==> config.mk <==
export PLATFORM = sky130hd
export DESIGN_NAME = mc_ctrl
export DESIGN_NICKNAME = d
export VERILOG_FILES = /design/src/rtl/mc_ctrl.sv
export SDC_FILE = /design/constraint.sdc
export NUM_CORES = 1
export LEC_CHECK = 0
export ABC_AREA = 1
export CAP_MARGIN = 15
export CORE_MARGIN = 5
export CORE_UTILIZATION = 53
export DETAILED_ROUTE_END_ITERATION = 16
export PLACE_DENSITY_LB_ADDON = 0.08
export SYNTH_ARGS = -nofsm -noshare
export SYNTH_HDL_FRONTEND = slang
export SYNTH_SLANG_ARGS = --single-unit
==> constraint.sdc <==
create_clock -name clk -period 4.7 [get_ports clk]
set_input_delay 0.47 -clock clk [delete_from_list [all_inputs] [get_ports clk]]
set_output_delay 0.47 -clock clk [all_outputs]
set_load 0.005 [all_outputs]
==> src/rtl/mc_ctrl.sv <==
// mc_ctrl: main control sequencer for the multicycle MIPS-subset datapath.
// Walks FETCH/DECODE/EXEC/MEM/WB, drives every datapath enable and mux
// select combinationally from the current state and the latched IR fields,
// stalls on the memory ready handshake and counts retired instructions.
module mc_ctrl #(
   parameter int CNT_W    = 32,
   parameter int LINK_REG = 31
) (
   input  logic             clk,
   input  logic             reset,
   input  logic [5:0]       opcode,
   input  logic [5:0]       funct,
   input  logic             alu_zero,
   input  logic             mem_ready,
   output logic             mem_req,
   output logic             mem_we,
   output logic             addr_sel,
   output logic             ir_we,
   output logic             mdr_we,
   output logic             pc_we,
   output logic [1:0]       pc_src,
   output logic             reg_we,
   output logic [1:0]       reg_dst,
   output logic [1:0]       wb_sel,
   output logic             alu_src_b,
   output logic [2:0]       alu_op,
   output logic             ext_zero,
   output logic [2:0]       state,
   output logic             trap,
   output logic [CNT_W-1:0] retired
);

   typedef enum logic [2:0] {
      S_FETCH  = 3'd0,
      S_DECODE = 3'd1,
      S_EXEC   = 3'd2,
      S_MEM    = 3'd3,
      S_WB     = 3'd4,
      S_TRAP   = 3'd5
   } state_e;

   // A link register of 0 targets the hardwired $zero, so JAL skips its write.
   localparam logic LinkWrites = (LINK_REG != 0);

   state_e           state_q, state_d;
   logic             trap_q, trap_d;
   logic [CNT_W-1:0] retired_q;
   logic             retire;

   // Instruction decode of the latched IR fields.
   logic is_r, r_add, r_sub, r_slt, r_jr;
   logic is_lw, is_sw, is_j, is_jal, is_beq, is_bne, is_addi, is_xori, legal;

   assign is_r    = (opcode == 6'h00);
   assign r_add   = is_r && (funct == 6'h20);
   assign r_sub   = is_r && (funct == 6'h22);
   assign r_slt   = is_r && (funct == 6'h2A);
   assign r_jr    = is_r && (funct == 6'h08);
   assign is_lw   = (opcode == 6'h23);
   assign is_sw   = (opcode == 6'h2B);
   assign is_j    = (opcode == 6'h02);
   assign is_jal  = (opcode == 6'h03);
   assign is_beq  = (opcode == 6'h04);
   assign is_bne  = (opcode == 6'h05);
   assign is_addi = (opcode == 6'h08);
   assign is_xori = (opcode == 6'h0E);
   assign legal   = r_add | r_sub | r_slt | r_jr | is_lw | is_sw | is_j |
                    is_jal | is_beq | is_bne | is_addi | is_xori;

   // Next-state and control decode; reset forces every strobe low at once so
   // an aborted memory request is dropped without waiting for the clock.
   always_comb begin
      state_d   = state_q;
      retire    = 1'b0;
      mem_req   = 1'b0;
      mem_we    = 1'b0;
      addr_sel  = 1'b0;
      ir_we     = 1'b0;
      mdr_we    = 1'b0;
      pc_we     = 1'b0;
      pc_src    = 2'd0;
      reg_we    = 1'b0;
      reg_dst   = 2'd0;
      wb_sel    = 2'd0;
      alu_src_b = 1'b0;
      alu_op    = 3'd0;
      ext_zero  = 1'b0;
      if (!reset) begin
         case (state_q)
            S_FETCH: begin
               mem_req = 1'b1;
               if (mem_ready) begin
                  ir_we   = 1'b1;
                  pc_we   = 1'b1;
                  state_d = S_DECODE;
               end
            end
            S_DECODE: begin
               if (is_j || is_jal) begin
                  pc_we   = 1'b1;
                  pc_src  = 2'd2;
                  retire  = is_j;
                  state_d = is_j ? S_FETCH : S_WB;
               end else if (r_jr) begin
                  pc_we   = 1'b1;
                  pc_src  = 2'd3;
                  retire  = 1'b1;
                  state_d = S_FETCH;
               end else if (!legal) begin
                  state_d = S_TRAP;
               end else begin
                  state_d = S_EXEC;
               end
            end
            S_EXEC: begin
               if (is_r) begin
                  alu_op  = r_sub ? 3'd1 : (r_slt ? 3'd2 : 3'd0);
                  state_d = S_WB;
               end else if (is_addi) begin
                  alu_src_b = 1'b1;
                  state_d   = S_WB;
               end else if (is_xori) begin
                  alu_op    = 3'd3;
                  alu_src_b = 1'b1;
                  ext_zero  = 1'b1;
                  state_d   = S_WB;
               end else if (is_lw || is_sw) begin
                  alu_src_b = 1'b1;
                  state_d   = S_MEM;
               end else begin
                  // Branches: compare via SUB and redirect on the zero flag.
                  alu_op  = 3'd1;
                  pc_we   = (is_beq && alu_zero) || (is_bne && !alu_zero);
                  pc_src  = pc_we ? 2'd1 : 2'd0;
                  retire  = 1'b1;
                  state_d = S_FETCH;
               end
            end
            S_MEM: begin
               mem_req  = 1'b1;
               addr_sel = 1'b1;
               mem_we   = is_sw;
               if (mem_ready) begin
                  mdr_we  = is_lw;
                  retire  = is_sw;
                  state_d = is_sw ? S_FETCH : S_WB;
               end
            end
            S_WB: begin
               reg_we  = is_jal ? LinkWrites : 1'b1;
               reg_dst = is_jal ? 2'd2 : (is_r ? 2'd1 : 2'd0);
               wb_sel  = is_jal ? 2'd2 : (is_lw ? 2'd1 : 2'd0);
               retire  = 1'b1;
               state_d = S_FETCH;
            end
            default: state_d = S_TRAP;
         endcase
      end
      trap_d = trap_q || (state_d == S_TRAP);
   end

   // State, sticky trap flag and retired-instruction counter.
   always_ff @(posedge clk) begin
      if (reset) begin
         state_q   <= S_FETCH;
         trap_q    <= 1'b0;
         retired_q <= '0;
      end else begin
         state_q <= state_d;
         trap_q  <= trap_d;
         if (retire) retired_q <= retired_q + CNT_W'(1);
      end
   end

   assign state   = state_q;
   assign trap    = trap_q;
   assign retired = retired_q;

endmodule

### Word level (Yosys, flattened, before mapping)

Cells that the tools add are included.

| storage, ports and cells | value |
|---|---|
| register bits after elaboration | 36 |
| bits of input ports | 16 |
| output and inout bits | 54 |

| operators by class | value |
|---|---|
| add/sub/neg operators | 1 |
| eq/ne operators | 17 |
| mux-type cells | 79 |
| bitwise operators | 11 |
| reduce and logical (&&, ||, !) cells | 14 |

Operator list:

| kind | count |
|---|---|
| 1-bit 2-to-1 mux | 47 |
| 2-bit 2-to-1 mux | 17 |
| 3-bit 2-to-1 mux | 11 |
| 32-bit by 1-bit adder with 32-bit output, second input constant | 1 |
| 6-bit equality test, second input constant | 5 |
| 6-bit by 4-bit equality test with 1-bit output, second input constant | 3 |
| 3-bit one-hot mux with 5 select lines | 1 |
| 6-bit by 2-bit equality test with 1-bit output, second input constant | 2 |
| 6-bit by 3-bit equality test with 1-bit output, second input constant | 2 |
| 1-bit OR | 11 |
| 3-bit by 2-bit equality test with 1-bit output, second input constant | 2 |
| 3-bit equality test, second input constant | 2 |
| 1-bit logical AND | 6 |
| 6-bit zero test | 1 |
| 1-bit logical OR | 4 |
| 1-bit one-hot mux with 4 select lines | 1 |
| 2-bit one-hot mux with 2 select lines | 1 |
| 3-bit by 1-bit equality test with 1-bit output, second input constant | 1 |
| 3-bit zero test | 1 |
| 1-bit one-hot mux with 3 select lines | 1 |
| 2-bit OR reduction | 1 |
| 1-bit zero test | 1 |

### Logic depth before layout (Yosys ltp)

Gate-level depths: netlist of run 1.

| depth | value |
|---|---|
| word-level depth | 20 |
| mapped depth | 14 |

### Worst setup path before layout of run 1

OpenSTA, ideal clock, no wires.

| timing | value |
|---|---|
| path kind | input to output |
| from | input port opcode[5] |
| to | output port pc_we |
| arrival time | 1.281 ns |
| path slack | 2.949 ns |
| cell stages on the path | 10 |
| buffers on the path | 0 |
| cell sequence | nor2_2 > nand3b_1 > nand2_1 > inv_2 > nand3_2 > inv_1 > nand4_1 > nand3_1 > nand2_1 > inv_1 |

| on the way | value |
|---|---|
| word-level cells in the longest chain between the ends | 9 |

RTL lines:

| item | line | RTL |
|---|---|---|
| start, declared | 11 | `input logic [5:0] opcode,` |
| 6-bit by 3-bit equality test with 1-bit output, on equally long branches | 63, 64 |  |
| 1-bit logical AND | 133 | `pc_we = (is_beq && alu_zero) \|\| (is_bne && !alu_zero);` |
| 1-bit logical OR | 133 |  |
| 1-bit 2-to-1 mux | 127 | `end else if (is_lw \|\| is_sw) begin` |
| 1-bit 2-to-1 mux | 122 | `end else if (is_xori) begin` |
| 1-bit 2-to-1 mux | 119 | `end else if (is_addi) begin` |
| 1-bit 2-to-1 mux | 116 | `if (is_r) begin` |
| 1-bit one-hot mux with 3 select lines (*) | 89 | `case (state_q)` |
| 1-bit 2-to-1 mux (*) | 88 | `if (!reset) begin` |
| end, declared | 20 | `output logic pc_we,` |

Mark *: on every way between the ends. The rest lies on a longest branch, timed or not.

### Worst setup path after layout of run 1

| timing | value |
|---|---|
| from | input port opcode[2] |
| to | output port pc_we |

The elaborated chain is that of the path after synthesis.

==> results.sh, run 1 <==
export IMPL_ir_drop_mv=0.130
export IMPL_grt_pass1_vias=2590
export IMPL_synthCells=434
export IMPL_gp_congestion=0.923
export IMPL_cts_root_buf="clkbuf_8"
export IMPL_cts_resized=0
export IMPL_rows=25
export IMPL_start_kind="input port"
export IMPL_cts_setup_buffers=0
export IMPL_die_w_um=80.5
export IMPL_ys_seq_elements=36
export IMPL_synth_cell_types=33
export IMPL_utilization=0.716
export IMPL_dieArea_um2=6490
export IMPL_grt_pass1_wl_um=12100
export IMPL_clkPwrFrac=0.363
export IMPL_fin_crit_ns=2.90
export IMPL_clock_fmax_mhz=345
export IMPL_p_leak_nw=1.27
export IMPL_area_growth_pct=29.9
export IMPL_cts_inserted_buffers=5
export IMPL_setup_tns_ns=0
export IMPL_hold_viol=0
export IMPL_max_cap_viol_count=0
export IMPL_num_vias=2895
export IMPL_endpoint_kind="primary output"
export IMPL_p_sw_mw=0.174
export IMPL_synth_warnings=0
export IMPL_dieHeight_um=80.5
export IMPL_via_per_inst=5.11
export IMPL_drt_iter0_markers=251
export IMPL_num_io_pins=70
export IMPL_grt_max_degree=34
export IMPL_crit_fanout=6
export IMPL_setup_viol=0
export IMPL_diodes=0
export IMPL_core_um2=4790
export IMPL_power_internal_mw=0.482
export IMPL_crit_chain="clkdlybuf4s50_1 -> nor2_2 -> inv_1 -> nor2_2 -> nand2_1 -> nand2_1 -> nand2_1 -> nand3_1 -> nand2_1 -> inv_1 -> clkdlybuf4s50_1"
export IMPL_cp_required_ns=4.23
export IMPL_clk_pin_slew_ns=0.07
export IMPL_drive_gt1_frac=0.0461
export IMPL_dr_pass1_iters=5
export IMPL_drc=0
export IMPL_syn_nets=451
export IMPL_placement_io_buffers=68
export IMPL_fillers=447
export IMPL_pre_cts_slack_ns=1.84
export IMPL_cts_sinks=36
export IMPL_r2r_slack_ns=2.49
export IMPL_ys_seq_area_frac=0.273
export IMPL_path_class="in -> out"
export IMPL_insertion_delay_ns=0.29
export IMPL_start_util=0.551
export IMPL_grt_overflow=0
export IMPL_route_antenna_remaining_nets=0
export IMPL_slowest_stage="clkdlybuf4s50_1"
export IMPL_status="finished, final reports clean"
export IMPL_seq_power_share=0.481
export IMPL_post_route_period_util=0.617
export IMPL_hold_class="reg -> reg"
export IMPL_h_tree_depth=2
export IMPL_synth_avg_cell_area_um2=6.08
export IMPL_antenna_found_initial=0
export IMPL_netlist_area_um2=2640
export IMPL_pwr_density_cell_nw_per_um2=192
export IMPL_cts_hold_buf=0
export IMPL_rsz0062_at_grt="false"
export IMPL_p_sw_frac=0.265
export IMPL_comb_power_share=0.155
export IMPL_cp_slowest_stage_delay_ns=0.53
export IMPL_routedWlPerCell_um=13.2
export IMPL_slew_violations=0
export IMPL_crit_path_frequent_cell="nand2_1"
export IMPL_worst_ep_arrival_time_ns=2.43
export IMPL_hpwl_um=5890
export IMPL_clk_path_buf_depth=2
export IMPL_finalWorstSetupSlack_ns=1.80
export IMPL_fin_nets=516
export IMPL_clock_skew_ns=0.00563
export IMPL_wl_um=7450
export IMPL_grt_usage=0.236
export IMPL_cts_tree="built"
[critical path, delay by kind of cell]
kind	cells	cell delay, ns
buffers and inverters	4	1.16
AND/OR/NAND/NOR	7	0.80
[cell families (layout without fill, tap and decap cells)]
kind of cell,after synthesis,after routing,share of synthesized area
AO/OA/AOI/OAI,44,44,0.0944
AND/OR/NAND/NOR,259,259,0.423
other,1,1,0.00142
buffers and inverters,64,129,0.107
XOR/XNOR,29,29,0.0963
flip-flops,36,36,0.273
adder cells (fa/ha/maj),1,1,0.00474
[cell usage in the layout, fill, tap and decap left out, drive strengths merged]
cell           netlist  final
o21ai                4      4
nor2                54     54
xor2                21     21
ha                   1      1
nand4                7      7
nand3               17     17
nand3b               1      1
buf                 10      2
nor4                 9      9
a21boi               1      1
dfxtp               36     36
a22oi                1      1
xnor2                8      8
a31oi                2      2
nand2              145    145
and2                 1      1
or2                  1      1
clkbuf               2      7
nor3b                1      1
clkinv               1      1
inv                 51     51
clkdlybuf4s50        0     68
o2111ai              1      1
a21oi               35     35
nor3                23     23
conb                 1      1
[Yosys cell counts]
cell | number | share of area
inv_1 | 47 | 0.067
buf_4 | 5 | 0.014
nand4_1 | 7 | 0.017
nand2_4 | 1 | 0.0043
nor3b_1 | 1 | 0.0028
nor4_1 | 9 | 0.021
a22oi_1 | 1 | 0.0028
nand3_2 | 1 | 0.0038
nor3_4 | 1 | 0.0062
and2_1 | 1 | 0.0024
clkbuf_1 | 2 | 0.0028
or2_2 | 1 | 0.0024
ha_1 | 1 | 0.0047
nor3_1 | 20 | 0.038
xnor2_1 | 8 | 0.027
nor2_1 | 51 | 0.073
dfxtp_1 | 36 | 0.27
nor2_2 | 3 | 0.0071
o21ai_0 | 4 | 0.0076
nand2_1 | 144 | 0.20
clkinv_1 | 1 | 0.0014
buf_1 | 2 | 0.0028
buf_6 | 3 | 0.013
o2111ai_4 | 1 | 0.010
inv_2 | 4 | 0.0057
nand3b_1 | 1 | 0.0028
a21oi_1 | 35 | 0.066
a21boi_0 | 1 | 0.0028
nor3_2 | 2 | 0.0076
a31oi_1 | 2 | 0.0047
conb_1 | 1 | 0.0014
xor2_1 | 21 | 0.070
nand3_1 | 16 | 0.030
[flip-flops by register name, summed over array words and instances (netlist names)]
name,flops
state,3
trap,1
retired,32
[power by group through the flow]
| stage | combinational [mW] | sequential, mW | clock (mW) |
|---|---|---|---|
| after floorplan | 0.0611 | 0.322 | 0 |
| after global placement | 0.0992 | 0.323 | 0 |
| after detailed placement | 0.101 | 0.323 | 0 |
| after CTS | 0.101 | 0.316 | 0.241 |
| after global routing | 0.113 | 0.317 | 0.257 |
| final | 0.102 | 0.316 | 0.239 |
[worst paths after layout]
| check | start | to | cells past startpoint |
|---|---|---|---|
| setup / recovery | opcode[2] | pc_we | 11 |
| setup reg to reg | state[0] | retired[7] | 8 |
| hold / removal | trap | trap | 2 |
| hold reg to reg | trap | trap | 2 |
[cell type report]
cell class                      count  area (um2)  area share
Timing Repair Buffer               70         696       0.203
Tap cell                           67        83.8      0.0245
Inverter                           52         195      0.0570
Sequential cell                    36         721       0.210
Clock buffer                        7        96.3      0.0281
Multi-Input combinational cell    334        1640       0.477
[routing by layer]
layer / global-route usage / wire, um / vias up
met2: 0.355 / 3130 / 97
met4: 0.0456 / 65 / 0
met1: 0.352 / 3800 / 1284
met3: 0.0381 / 455 / 9
li1: - / - / 1505
met5: 0 / 0 / -
[metrics by stage]
stage	instances	cell area [um2]	power [mW]	hold WS [ns]
CTS	566	3430	0.659	0.464
global placement	559	3330	0.422	0.442
detailed placement	559	3330	0.424	0.450
floorplan	434	2640	0.383	0.447
finish	566	3430	0.657	0.463
global route	566	3430	0.687	0.497
Note: power is estimated with default switching activity, not from simulation.
==> inputs of run 2 (changes only) <==
- CORE_UTILIZATION: 53 -> 44
- clock period: 4.7 -> 2.6 ns (I/O delays scaled with it)
==> run 2 against run 1 <==
  * Sequential cell count unchanged
  * Sequential power up 81%
  * Non-clock buffer count up 5
  * Setup slack worse by 1.6 ns
  * Die area up 18%
  * First-iteration DRC count down 48%
  * Register-to-register slack worse by 1.9 ns
  * Final area up 2.0%
  * Critical path depth unchanged
  * Clock skew about the same
  * Clock-buffer cell count up 1
  * Global-route usage down 1.9 points
  * Critical path type unchanged
  * Critical endpoint unchanged
  * Largest cell class unchanged
==> results.sh, run 2 (synthesized netlist as in run 1, its figures left out) <==
export IMPL_via_per_inst=5.08
export IMPL_num_vias=2944
export IMPL_rsz0062_at_grt="false"
export IMPL_route_antenna_remaining_nets=0
export IMPL_num_io_pins=70
export IMPL_dr_pass1_iters=4
export IMPL_slowest_stage="clkdlybuf4s50_1"
export IMPL_wl_um=7980
export IMPL_final_cell_mix="144 x nand2_1, 68 x clkdlybuf4s50_1, 51 x nor2_1"
export IMPL_grt_usage=0.217
export IMPL_cts_sinks=36
export IMPL_clock_fmax_mhz=414
export IMPL_dp_cells=572
export IMPL_finalNonFillerCells=580
export IMPL_grt_pass1_wl_um=13200
export IMPL_crit_buf_inv=3
export IMPL_start_util=0.448
export IMPL_cp_slowest_stage_delay_ns=0.50
export IMPL_setup_tns_ns=0
export IMPL_hold_class="reg -> reg"
export IMPL_endpoint_kind="primary output"
export IMPL_dieHeight_um=87.4
export IMPL_fin_crit_ns=2.42
export IMPL_hpwl_um=6370
export IMPL_fillers=594
export IMPL_rows=28
export IMPL_p_leak_nw=1.30
export IMPL_ff_latch_area_um2=723
export IMPL_insertion_delay_ns=0.29
export IMPL_clk_pin_slew_ns=0.07
export IMPL_dieArea_um2=7640
export IMPL_hold_viol=0
export IMPL_diodes=0
export IMPL_crit_chain="clkdlybuf4s50_1 -> nor2_1 -> nand2_1 -> nor2_2 -> nand2_1 -> nand2_1 -> nand2_1 -> nand3_1 -> nand2_1 -> inv_1 -> clkdlybuf4s50_1"
export IMPL_drive_gt1_frac=0.0574
export IMPL_slew_violations=0
export IMPL_ir_drop_mv=0.236
export IMPL_antenna_found_initial=0
export IMPL_clk_path_buf_depth=2
export IMPL_grt_max_degree=33
export IMPL_pwr_density_cell_nw_per_um2=340
export IMPL_h_tree_depth=2
export IMPL_post_route_period_util=0.929
export IMPL_cts_resized=0
export IMPL_path_class="in -> out"
export IMPL_cts_setup_buffers=0
export IMPL_status="finished, final reports clean"
export IMPL_start_kind="input port"
export IMPL_placement_io_buffers=68
export IMPL_final_common_cell="nand2_1"
export IMPL_crit_family="buffers and inverters"
export IMPL_cts_hold_buf=0
export IMPL_cts_root_buf="clkbuf_8"
export IMPL_cp_required_ns=2.34
export IMPL_area_growth_pct=32.5
export IMPL_grt_overflow=0
export IMPL_cts_tree="built"
export IMPL_die_w_um=87.4
export IMPL_crit_path_frequent_cell="nand2_1"
export IMPL_core_um2=5890
export IMPL_drc=0
export IMPL_grt_pass1_vias=2783
export IMPL_routedWlPerCell_um=13.8
export IMPL_largest_reg_flops=32
export IMPL_crit_fanout=4
export IMPL_max_cap_viol_count=0
export IMPL_multi_input_area_um2=1640
export IMPL_setup_viol=0
export IMPL_drt_iter0_markers=130
export IMPL_gp_congestion=0.962
export IMPL_worst_ep_arrival_time_ns=2.16
export IMPL_cts_inserted_buffers=5
export IMPL_clock_skew_ns=0.00563
export IMPL_fin_nets=521
run 2: stage by stage:
step                      area [um2]  setup WS, ns   util  power (mW)  hold WS [ns]
after floorplan                 2640          1.04      -       0.693         0.447
after global placement          3400         0.190  0.578       0.780         0.439
after detailed placement        3400         0.201  0.578       0.780         0.445
after CTS                       3490         0.128  0.594        1.19         0.458
after global routing            3500       0.00457  0.594        1.24         0.490
final                           3500         0.184  0.594        1.19         0.453
run 2: final cells by class:
| class | count | area share |
|---|---|---|
| Tap cell | 75 | 0.0268 |
| Sequential cell | 36 | 0.207 |
| Inverter | 52 | 0.0558 |
| Multi-Input combinational cell | 334 | 0.468 |
| Timing Repair Buffer | 75 | 0.217 |
| Clock buffer | 8 | 0.0258 |
run 2: final timing paths:
kind | slack (ns) | endpoint | cells after the start | start
max reg2reg | 0.56 | retired[24] | 8 | retired[0]
min | 0.45 | trap | 2 | trap
min reg2reg | 0.45 | trap | 2 | trap
max | 0.18 | pc_we | 11 | opcode[1]
run 2: tightest hold or removal path: cells and delay by family (launching register included):
family	cells	cell delay (ns)
buf+inv	1	0.04
flops	1	0.31
compound gates	1	0.05
run 2: per-layer routing:
metal / global-route usage / share of wire / vias up
met5: 0 / 0 / -
met1: 0.271 / 0.45 / 1313
met2: 0.359 / 0.46 / 98
met4: 0.0865 / 0.026 / 0
li1: - / - / 1514
met3: 0.0473 / 0.056 / 19
run 2: power by group:
group | total (mW) | switching, mW | internal (mW)
clock | 0.419 | 0.203 | 0.216
combinational | 0.196 | 0.110 | 0.0863
sequential | 0.572 | 0.0126 | 0.559
